==> src/rtl/router_pkg.sv <==
// router_pkg: shared constants and types for the 1x3 router.
//   NUM_PORTS    - number of destination FIFOs (addresses 2'b00..2'b10)
//   TIMEOUT      - consecutive unread valid cycles before a port soft reset
//   CNT_W        - width of the per-port timeout counter (2**CNT_W >= TIMEOUT)
//   ADDR_INVALID - header address that selects no FIFO; also the reset value
//   port_addr_t  - 2-bit destination address type
package router_pkg;

  localparam int NUM_PORTS = 3;
  localparam int TIMEOUT   = 30;
  localparam int CNT_W     = 5;

  typedef logic [1:0] port_addr_t;

  localparam port_addr_t ADDR_INVALID = 2'b11;

endpackage

==> src/rtl/router_sync_timer.sv <==
// router_sync_timer: per-port unread-data watchdog.
// Counts consecutive cycles where the port has valid data but the
// destination does not read it. After TIMEOUT such edges it emits a
// single-cycle soft_reset pulse and restarts counting from zero.
// Ports:
//   clk        in  system clock
//   reset      in  synchronous, active-high reset
//   vld        in  port has data available (FIFO not empty)
//   read_enb   in  destination reads the port this cycle
//   soft_reset out registered one-cycle soft reset pulse
module router_sync_timer
  import router_pkg::*;
#(
  parameter int P_TIMEOUT = TIMEOUT,
  parameter int P_CNT_W   = CNT_W
) (
  input  logic clk,
  input  logic reset,
  input  logic vld,
  input  logic read_enb,
  output logic soft_reset
);

  localparam logic [P_CNT_W-1:0] LAST = P_CNT_W'(P_TIMEOUT - 1);

  logic [P_CNT_W-1:0] r_cnt;
  logic               r_soft_reset;

  always_ff @(posedge clk) begin
    if (reset) begin
      r_cnt        <= '0;
      r_soft_reset <= 1'b0;
    end else if (!vld || read_enb) begin
      // Nothing pending, or the destination drained a byte: restart.
      r_cnt        <= '0;
      r_soft_reset <= 1'b0;
    end else if (r_cnt == LAST) begin
      // TIMEOUT-th consecutive stalled edge: pulse and start a new window.
      r_cnt        <= '0;
      r_soft_reset <= 1'b1;
    end else begin
      r_cnt        <= r_cnt + 1'b1;
      r_soft_reset <= 1'b0;
    end
  end

  assign soft_reset = r_soft_reset;

endmodule

==> src/rtl/router_sync.sv <==
// router_sync: address latch and port synchronisation for the 1x3 router.
// Latches the header destination address, steers the FSM write strobe to
// exactly one FIFO, reports that FIFO's full flag, drives per-port valid
// outputs and runs one unread-data watchdog per port.
//
// Write handshake: write_enb_reg is a single-cycle request; the selected
// FIFO sees it the same cycle on write_enb[addr]. The FSM must not assert
// write_enb_reg while fifo_full is high. An invalid address (2'b11) drops
// every write and reports fifo_full=0 so the packet drains silently.
//
// Ports:
//   clk           in  system clock
//   reset         in  synchronous, active-high reset
//   detect_add    in  data_in carries the header address this cycle
//   data_in[1:0]  in  destination address
//   write_enb_reg in  FSM write request for the current byte
//   read_enb[2:0] in  per-port read enable from the destinations
//   empty[2:0]    in  per-port FIFO empty flags
//   full[2:0]     in  per-port FIFO full flags
//   write_enb[2:0]  out one-hot FIFO write enable
//   fifo_full       out full flag of the selected FIFO
//   vld_out[2:0]    out per-port data available
//   soft_reset[2:0] out per-port watchdog soft reset pulse
module router_sync
  import router_pkg::*;
(
  input  logic       clk,
  input  logic       reset,
  input  logic       detect_add,
  input  logic [1:0] data_in,
  input  logic       write_enb_reg,
  input  logic [2:0] read_enb,
  input  logic [2:0] empty,
  input  logic [2:0] full,
  output logic [2:0] write_enb,
  output logic       fifo_full,
  output logic [2:0] vld_out,
  output logic [2:0] soft_reset
);

  port_addr_t r_addr;
  logic [2:0] w_write_enb;
  logic       w_fifo_full;
  logic [2:0] w_vld;

  always_ff @(posedge clk) begin
    if (reset) begin
      r_addr <= ADDR_INVALID;
    end else if (detect_add) begin
      r_addr <= data_in;
    end
  end

  // Decodes the already-latched address, so a header arriving together
  // with a write request only takes effect from the following cycle.
  always_comb begin
    w_write_enb = 3'b000;
    w_fifo_full = 1'b0;
    case (r_addr)
      2'b00: begin
        w_write_enb = {2'b00, write_enb_reg};
        w_fifo_full = full[0];
      end
      2'b01: begin
        w_write_enb = {1'b0, write_enb_reg, 1'b0};
        w_fifo_full = full[1];
      end
      2'b10: begin
        w_write_enb = {write_enb_reg, 2'b00};
        w_fifo_full = full[2];
      end
      default: begin
        w_write_enb = 3'b000;
        w_fifo_full = 1'b0;
      end
    endcase
  end

  // Not gated by reset: valid tracks the FIFOs directly.
  assign w_vld = ~empty;

  for (genvar g = 0; g < NUM_PORTS; g++) begin : g_timer
    router_sync_timer #(
      .P_TIMEOUT (TIMEOUT),
      .P_CNT_W   (CNT_W)
    ) u_timer (
      .clk        (clk),
      .reset      (reset),
      .vld        (w_vld[g]),
      .read_enb   (read_enb[g]),
      .soft_reset (soft_reset[g])
    );
  end

  assign write_enb = w_write_enb;
  assign fifo_full = w_fifo_full;
  assign vld_out   = w_vld;

endmodule

==> config.mk <==
export PLATFORM = sky130hd
export DESIGN_NAME = router_sync
export DESIGN_NICKNAME = d
export VERILOG_FILES = /design/src/rtl/router_pkg.sv /design/src/rtl/router_sync_timer.sv /design/src/rtl/router_sync.sv
export SDC_FILE = /design/constraint.sdc
export NUM_CORES = 1
export LEC_CHECK = 0
export ABC_AREA = 1
export BUFFER_PORTS_ARGS = -buffer_cell sky130_fd_sc_hd__buf_2
export CAP_MARGIN = 20
export CORE_ASPECT_RATIO = 0.6
export CORE_MARGIN = 1
export CORE_UTILIZATION = 35
export DETAILED_ROUTE_END_ITERATION = 6
export HOLD_SLACK_MARGIN = 0.05
export MAX_ROUTING_LAYER = met4
export PLACE_DENSITY = 0.58
export SLEW_MARGIN = 20
export SYNTH_ARGS = -nofsm -noshare
export SYNTH_HDL_FRONTEND = slang
export SYNTH_HIERARCHICAL = 1
export SYNTH_SLANG_ARGS = --single-unit
==> constraint.sdc <==
create_clock -name clk -period 2.9 [get_ports clk]
set_clock_uncertainty 0.2 [all_clocks]
set_input_delay 0.29 -clock clk [delete_from_list [all_inputs] [get_ports clk]]
set_output_delay 0.29 -clock clk [all_outputs]
set_load 0.1 [all_outputs]
======== Word level (Yosys, flattened, before mapping) ========
Cells that the tools add are included.
storage, ports and cells
  bits in registers ....................... 20
  latch bits .............................. 0
  RAM bits ................................ 0
  bits in read-only memories .............. 0
  input bits .............................. 15
  output and inout port bits .............. 10
  word-level logic and storage cells ...... 34
  memories kept ........................... 0
operators by class
  add/subtract/negate cells ............... 3
  multiply operators ...................... 0
  div/mod/pow operators ................... 0
  $lt $le $gt $ge ......................... 0
  eq/ne operators ......................... 5
  shift-type cells ........................ 0
  mux-type cells .......................... 5
  bitwise gates (word level) .............. 1
  reduce and logical (&&, ||, !) cells .... 13
operator list
  operator                                                                number
  5-bit by 1-bit adder with 5-bit output (second input constant)          3
  5-bit equality test (second input constant)                             3
  3-bit one-hot mux with 3 select lines                                   1
  3-bit OR reduction                                                      3
  2-bit OR reduction                                                      3
  1-bit zero test                                                         3
  1-bit logical OR                                                        3
  1-bit 2-to-1 mux                                                        3
  3-bit inverter                                                          1
  1-bit one-hot mux with 3 select lines                                   1
  2-bit by 1-bit equality test with 1-bit output (second input constant)  1
  2-bit equality test (second input constant)                             1
  2-bit zero test                                                         1

======== Logic depth before layout (Yosys ltp) ========
Gate-level depths: netlist of the first run.
  word-level depth ........................ 4
  gate-level depth with buffers ........... 7
  depth with buffers taken out ............ 7

======== Modules after synthesis ========
Netlist of the first run, hierarchy kept.
by module, submodules not included
  module             instances  cells each  area each (um^2)
  router_sync_timer  3          35          270.3
  router_sync        1          23          130.1

======== Least setup slack after synthesis of the first run ========
OpenSTA, ideal clock, no wires.
  path kind ............................... register to output
  start point ............................. register r_addr[1]
  end point ............................... output write_enb[2]
  data arrival time ....................... 2.501 ns
  data required time ...................... 2.410 ns
  path slack .............................. -0.091 ns
  cell stages (with the launch flop) ...... 3
  path buffers ............................ 0
  cells stage by stage .................... dfxtp_1 -> inv_1 -> nor3_1
between the ends
  cells in the longest elaborated chain, start to end .. 2
RTL lines
  item                                               line               source
  from (decl)                                        router_sync.sv:41  port_addr_t r_addr;
  from (signal assigned)                             router_sync.sv:50  r_addr <= data_in;
  2-bit equality test, or another cell as far along  router_sync.sv:59  case (r_addr)
  3-bit one-hot mux with 3 select lines (*)          router_sync.sv:59
  to (decl)                                          router_sync.sv:35  output logic [2:0] write_enb,
Every way passes the cells marked *; elsewhere a longest branch is shown, timed or not.

======== Final worst setup path of the first run ========
  start point ............................. register r_addr[0]
  end point ............................... output write_enb[1]
The elaborated chain is that of the path after synthesis.

==> results list, run 1 <==
* CTS tree: built
* Seq/Total Area, Yosys: 42.55%
- Max-cap viol count: 0
- Along the worst path, the maximum fanout reaches 5.
* Max-slew violation count: 0
- 0 antenna diodes ended up in the layout.
- The number of antenna violations at the first check in global routing was 0.
* Combined global-route utilization of all metal layers: 14.66%
* Number of hold violations in the final report: 0
* DR iter-0 viols: 43
* Residual overflow from global routing: 0
- After clock tree synthesis, the flow added hold-fix buffers numbering 0.
* Total wire length: 1778 um
- Slew at the pin closest to its max-slew limit: 0.4956 ns
- Number of setup buffers added after CTS: 0
- Routed wire per std cell: 9.508 um
- Starting Density: 37.30%
* Biggest area contributors in the synthesized netlist: dfxtp_1 43%, inv_1 10%, nand2_1 10%
* Fmax: 0.5413 GHz
- The count of nets left with antenna violations once routing finished came out at 0.
* Number of placement rows: 14
- Filler cell count: 252
- In the routed layout, each cell is associated on average with a via count of 4.348.
- Dividing total power by cell area gives a power density of 464.0 nW/um^2.
* Start-to-end type of the worst setup path: reg -> out
* Port Buffer Count: 24
* CP Data Arrival Time: 1.36 ns
- Gpl congestion: 0.6667
- The wire-length estimate of the detail-placed layout is 1416 um.
* Distinct cell type count of the synthesized netlist: 11
* Critical Path Max Stage Delay: 0.45 ns
- Synthesized net count: 149
* Pin count of the biggest net entering global routing: 11
* Proportion of netlist area held by the largest area contributor: 42.55%
- Measured along the x axis, the die boundary spans 68.94 um.
* Power share of the combinational group: 13.6%
- Status: finished, final reports clean
* Core area: 2522 sq um
- Multi-input logic area: 442.9 sq um
- CTS Sinks: 20
* Latest clock arrival within the worst-skew pair: 0.25 ns
* DRC violation count after routing: 0
- Area growth from synthesis to final layout: 21.41%
* Minimum clock period after layout: 1.848 ns
* CTS-repair resized insts: 0
- Part of the cycle the worst path needs: 63.71%
- Data on the critical path is required at its endpoint by 2.41 ns.
* Endpoint type of the worst setup path: output port
- Net count reported at finish: 178
* Pwr Total: 0.5301 mW
- Cell chain of the critical path: inv_1 -> nor3_1 -> buf_2
- The internal power of the cells totals 0.3876 mW.
- Across the whole layout, storage elements account for 400.4 sq um.
* Wire length of the first global-routing pass: 3036 um
- Layout cell share with drive strength beyond 1: 23.23%
- Counting the buffers created by CTS gives 3.
- Averaged over all synthesized cells, the footprint is 7.351 sq um.
- Maximum ir drop on the vdd rail: 0.0002424 V
* Vias in the first global route: 731
- Startpoint Class: flop
- Cell type group with the largest total delay on the critical path: buffers and inverters
- The tightest hold path in the finished design has a slack of 0.05796 ns.
- The Yosys step of the flow raised 6 warnings.
- Setup violations, final: 0
- Via count: 813
- The clock network burns 32.8% of the power.
* RSZ-0062 raised after global routing: no
- The largest total area in the synthesized netlist belongs to dfxtp_1.
* Switching power of the nets: 0.1424 mW
- In this run the deepest clock path goes through 2 buffers.
- Buffers and inverters on the worst path: 2
- Max-slew headroom at the worst pin: 67.19%
- Clock transition at path regs: 0.07 ns
- Share of total power consumed by net switching: 26.87%
- Worst hold-check path type: in -> reg
- In the synthesized netlist, the number of instances is 128.
- Crit path max-delay cell type: buf_2
- Synthesis inferred 20 register bits.
* Mapped Area: 940.9 sq um
- From bottom edge to top edge, the die measures 42.16 um.
* Depth of the CTS H-tree: 1
- The tree is rooted in a clkbuf_8.
- The die covers 2906 sq um.
* Count of TritonRoute iterations in the first routing pass: 4
- Sequential fraction of design power: 53.5%
- Io pins: 25
- Static leakage power: 0.5898 nW
-- tightest hold or removal path, delay by kind of cell --
family	cells	cell delay, ns
and+or+nand+nor	2	0.11
buffers and inverters	1	0.08
-- cells by family after synthesis --
logic type                 Yosys count  share of synthesized area (%)
and+or+nand+nor                     73                          36.30
buffers and inverters               26                          10.37
DFF                                 20                          42.55
adders and majority gates            6                          7.979
xor gates and xnor gates             3                          2.793
-- power by group through the flow --
stage | Clock, mW | Combinational (mW) | Sequential, mW
finish | 0.174 | 0.0722 | 0.284
floorplan | 0 | 0.0534 | 0.289
global placement | 0 | 0.0713 | 0.290
global route | 0.197 | 0.0777 | 0.284
detailed placement | 0 | 0.0724 | 0.290
CTS | 0.183 | 0.0725 | 0.284
-- area by class of cell --
class / instances / share of cell area, %
Multi-Input combinational cell: 82 / 38.77
Sequential cell: 20 / 35.05
Clock buffer: 3 / 3.614
Timing Repair Buffer: 24 / 10.51
Inverter: 26 / 8.543
Tap cell: 32 / 3.505
-- layer usage --
layer / GRT usage, % / wire length (um) / vias to the layer above
li1: - / - / 450
met2: 21.55 / 796 / 5
met3: 6.522 / 53 / 2
met4: 2.449 / 8 / 0
met1: 18.73 / 920 / 356
met5: - / 0 / -
-- layout by cell type (no fill, tap or decap) --
master    synthesis  layout
nand2_1          25      25
clkbuf_8          0       3
nor3_2            3       3
nand3_1          12      12
xnor2_1           3       3
nor2_1           18      18
nand2_2           6       6
ha_1              6       6
nor3_1            3       3
dfxtp_1          20      20
buf_2             0      24
nand4_1           6       6
inv_1            26      26
-- final timing paths --
kind,slack (ns),to,cells after the start,startpoint
worst max-delay path,1.05,write_enb[1],3,r_addr[0]
worst min-delay path,0.06,r_addr[1],3,data_in[1]
worst max register to register,1.64,g_timer[0].u_timer/r_cnt[3],7,g_timer[0].u_timer/r_cnt[1]
worst min register to register,0.29,g_timer[1].u_timer/r_cnt[0],1,g_timer[1].u_timer/r_cnt[0]
-- through the flow --
step                TNS, ns  cells  setup WS, ns  utilization [%]  area, sq um
floorplan           -0.1822    128      -0.09123                -        940.9
global placement          0    184         1.352            43.65         1101
detailed placement        0    184         1.344            43.65         1101
CTS                       0    187         1.054            45.29         1142
global route              0    187        0.9587            45.29         1142
finish                    0    187         1.052            45.29         1142
-- flip-flops by register name (all words and copies together) (netlist names) --
name,cells
r_addr,2
g_timer.u_timer/r_cnt,15
g_timer.u_timer/soft_reset,3
-- cells in the mapped netlist (all sizes together) --
cell,n
nor3,6
xnor2,3
ha,6
inv,26
nor2,18
dfxtp,20
nand4,6
nand2,31
nand3,12
(Power assumes the default switching activity.)
==> run 2: changes to the inputs <==
--- a/config.mk
+++ b/config.mk
@@ -14,7 +14,7 @@
 export DETAILED_ROUTE_END_ITERATION = 6
 export HOLD_SLACK_MARGIN = 0.05
 export MAX_ROUTING_LAYER = met4
-export PLACE_DENSITY = 0.58
+export PLACE_DENSITY = 0.6
 export SLEW_MARGIN = 20
 export SYNTH_ARGS = -nofsm -noshare
 export SYNTH_HDL_FRONTEND = slang
==> constraint.sdc (replaced) <==
create_clock -name clk -period 1.6 [get_ports clk]
set_clock_uncertainty 0.2 [all_clocks]
set_input_delay 0.16 -clock clk [delete_from_list [all_inputs] [get_ports clk]]
set_output_delay 0.16 -clock clk [all_outputs]
set_load 0.1 [all_outputs]
==> run 2 against run 1 <==
Sequential cell count unchanged. Via count increased by 6.4%. Critical path type is now in -> reg. Largest power group unchanged. Clock power increased by 120%. Routed wire length increased by 9.8%. Sequential power up 82%. First-iteration DRC count decreased by 49%.
==> results list, run 2 (synthesis results as in run 1) <==
* Die Span Y: 42.16 um (unchanged)
- Pin count of the biggest net entering global routing: 12 (+1)
* X dimension of the die: 68.94 um (unchanged)
- The smallest clock period supported by the final layout is computed as 1.554 ns.
* Summed negative setup slack over all endpoints: 0 ns (unchanged)
- Setup violations, final: 0 (unchanged)
* Multi-input logic area: 476.7 sq um (+7.6%)
- The number of sinks driven by the clock tree came to 20 (unchanged).
- Starting Density: 37.30% (unchanged)
- The number of cell rows came to 14 (unchanged).
- Max-slew violation count: 0 (unchanged)
- The maximum buffer depth of the clock tree was 2 (unchanged).
- CP Data Arrival Time: 1.50 ns (+0.14 ns)
- Net count reported at finish: 190 (+6.7%)
- Static leakage power: 0.6670 nW (+13%)
* Data required, critical path: 1.55 ns (-0.86 ns)
* Final worst slack: 0.04628 ns (-1.006 ns)
- Combined global-route utilization of all metal layers: 16.72% (+2.1 points)
* DR iter-0 viols: 22 (-49%)
* Port Buffer Count: 24 (unchanged)
- Remaining antenna violation count after routing: 0 (unchanged)
- Start-to-end type of the worst setup path: in -> reg
- The post-layout instance count excluding filler cells is 200 (+7.0%).
* Most flops, register: g_timer.u_timer/r_cnt
- The register-to-register setup slack came to 0.34 ns (-1.30 ns).
- Routed wire per std cell: 9.765 um (+2.7%)
- Total wire length: 1953 um (+9.8%)
* Maximum fanout along the worst path: 3 (-2)
* Destination of the worst register-to-register timing path: g_timer[2].u_timer/r_cnt[4]
- Max-slew headroom at the worst pin: 66.74% (-0.45 points)
- Min-delay src: g_timer[1].u_timer/r_cnt[0]
* Estimated wirelength of the detail-placed design: 1435 um (+1.4%)
- The via density per instance was 4.325 (-0.52%).
* Number of stages on the worst hold path: 1 (-2)
- WL met3: 56 um (+5.7%)
- Pwr Total: 1.078 mW (+100%)
- Filler cell count: 250 (-0.79%)
- The register clock-pin slew on the reported worst setup and hold paths came to 0.07 ns (about the same).
- Met1 WL: 1002 um (+8.9%)
- Signal routing reaches up to met3.
- RSZ-0062 raised after global routing: no
- DRC violation count after routing: 0 (unchanged)
- The library cells used most frequently in the layout, excluding fill and tap cells, are 25 x inv_1, 25 x nand2_1, 20 x buf_2.
* Number of hold violations in the final report: 0 (unchanged)
* Startpoint Class: primary input
- Power density over cell area: 782.7 nW/um^2 (+69%)
- The total placed cells including tap cells was 184 (unchanged).
- Met2 layer wire length in the routed design: 894 um (+12%)
- Area growth from synthesis to final layout: 46.41%
- Endpoint, Worst Hold: g_timer[1].u_timer/r_cnt[0]
* Die Area: 2906 sq um (unchanged)
- In this run the worst hold path is classified as reg -> reg.
- The slew of the pin with the lowest slew margin is 0.5024 ns (+0.006780 ns).
* Fmax: 0.6436 GHz
- The maximum resistive drop on vdd was 0.0005734 V (+140%).
* Latest clock arrival within the worst-skew pair: 0.25 ns (about the same)
- The deepest level of the CTS H-tree was 1 (unchanged).
- The run finished with clean final reports.
- The antenna cell count was 0 (unchanged).
- The worst reg-to-reg path cell count was 7 (unchanged).
- The TritonCTS buffer count was 3 (unchanged).
- Reg2Reg Launch Point: g_timer[2].u_timer/r_cnt[1]
* CTS tree: built
* Core area: 2522 sq um (unchanged)
* Number of flip-flops under the largest register name: 15 (unchanged)
- The first-pass GRT wire length was 3443 um (+13%).
* Endpoint type of the worst setup path: flop
* Part of the cycle the worst path needs: 97.11%
* Initial antenna violation count: 0 (unchanged)
- Area of all sequential standard cells: 407.9 sq um (+1.9%)
* Vias in the first global route: 844 (+15%)
- Io pins: 25 (unchanged)
- Gpl congestion: 0.7333 (+10%)
- Layout cell share with drive strength beyond 1: 25.60% (+2.4 points)
- Via count: 865 (+6.4%)
- The number of detailed-route iterations in the first pass came to 4 (unchanged).
- Post-place setup slack: 0.2160 ns (-1.128 ns)
- The cell sitting at the root of the clock tree is a clkbuf_8.
* Max-cap viol count: 0 (unchanged)
- Residual overflow from global routing: 0 (unchanged)
[run 2: changes by cell type in the layout (fill, tap and decap cells not counted), sizes merged]
| cell | before | now |
|---|---|---|
| clkbuf | 3 | 4 |
| dlygate4sd3 | 0 | 12 |
[run 2: cell type report]
class | count | share of cell area (%)
well taps | 32 | 2.906
repair buffers | 36 | 21.80
clock buffers | 4 | 3.996
inverters | 26 | 7.084
multi-input cells | 82 | 34.60
flip-flops and latches | 20 | 29.61
[run 2: stage by stage]
stage                     area, sq um  hold WS, ns  util [%]
after floorplan                 975.9      0.02946         -
after global placement           1196       0.1731     47.42
after detailed placement         1196       0.1803     47.42
after CTS                        1373       0.2883     54.41
after global routing             1378       0.3302     54.61
final                            1378       0.2905     54.61
[run 2: worst max-delay path by stage]
stage	start	end	slack, ns	cells past startpoint
after floorplan	r_addr[1]	fifo_full	-0.16	3
after global placement	r_addr[1]	write_enb[2]	0.24	3
after detailed placement	r_addr[1]	write_enb[2]	0.22	3
after CTS	r_addr[1]	write_enb[2]	0.04	3
after global routing	detect_add	r_addr[0]	0.006	5
final	detect_add	r_addr[0]	0.05	5
[run 2: what timing repair did]
item | 4_1_cts | 5_1_grt
setup buffers | 0 | 0
hold buffers | 12 | 0
pin swaps | 0 | 0
endpoints found under the setup margin | 2 | 2
gates cloned | 0 | 0
resized for setup | 1 | 3
hold endpoints to repair | 5 | 0
[run 2: worst max-delay path, cell delays in order]
cell and delay (ns):
dlygate4sd3_1 0.54, buf_2 0.14, nand2_1 0.05, dlygate4sd3_1 0.53, nand3_1 0.07
[run 2: power breakdown]
| group | internal [mW] | total (mW) | leakage, nW | switching [mW] |
|---|---|---|---|---|
| clock network | 0.219 | 0.382 | 0.0288 | 0.163 |
| logic | 0.0673 | 0.179 | 0.476 | 0.111 |
| registers | 0.504 | 0.518 | 0.162 | 0.0135 |
[run 2: metal layers]
| metal | track usage, % | up-vias |
|---|---|---|
| met5 | - | - |
| met3 | 5.707 | 0 |
| met1 | 21.01 | 387 |
| li1 | - | 474 |
| met4 | 3.673 | 0 |
| met2 | 25.83 | 4 |
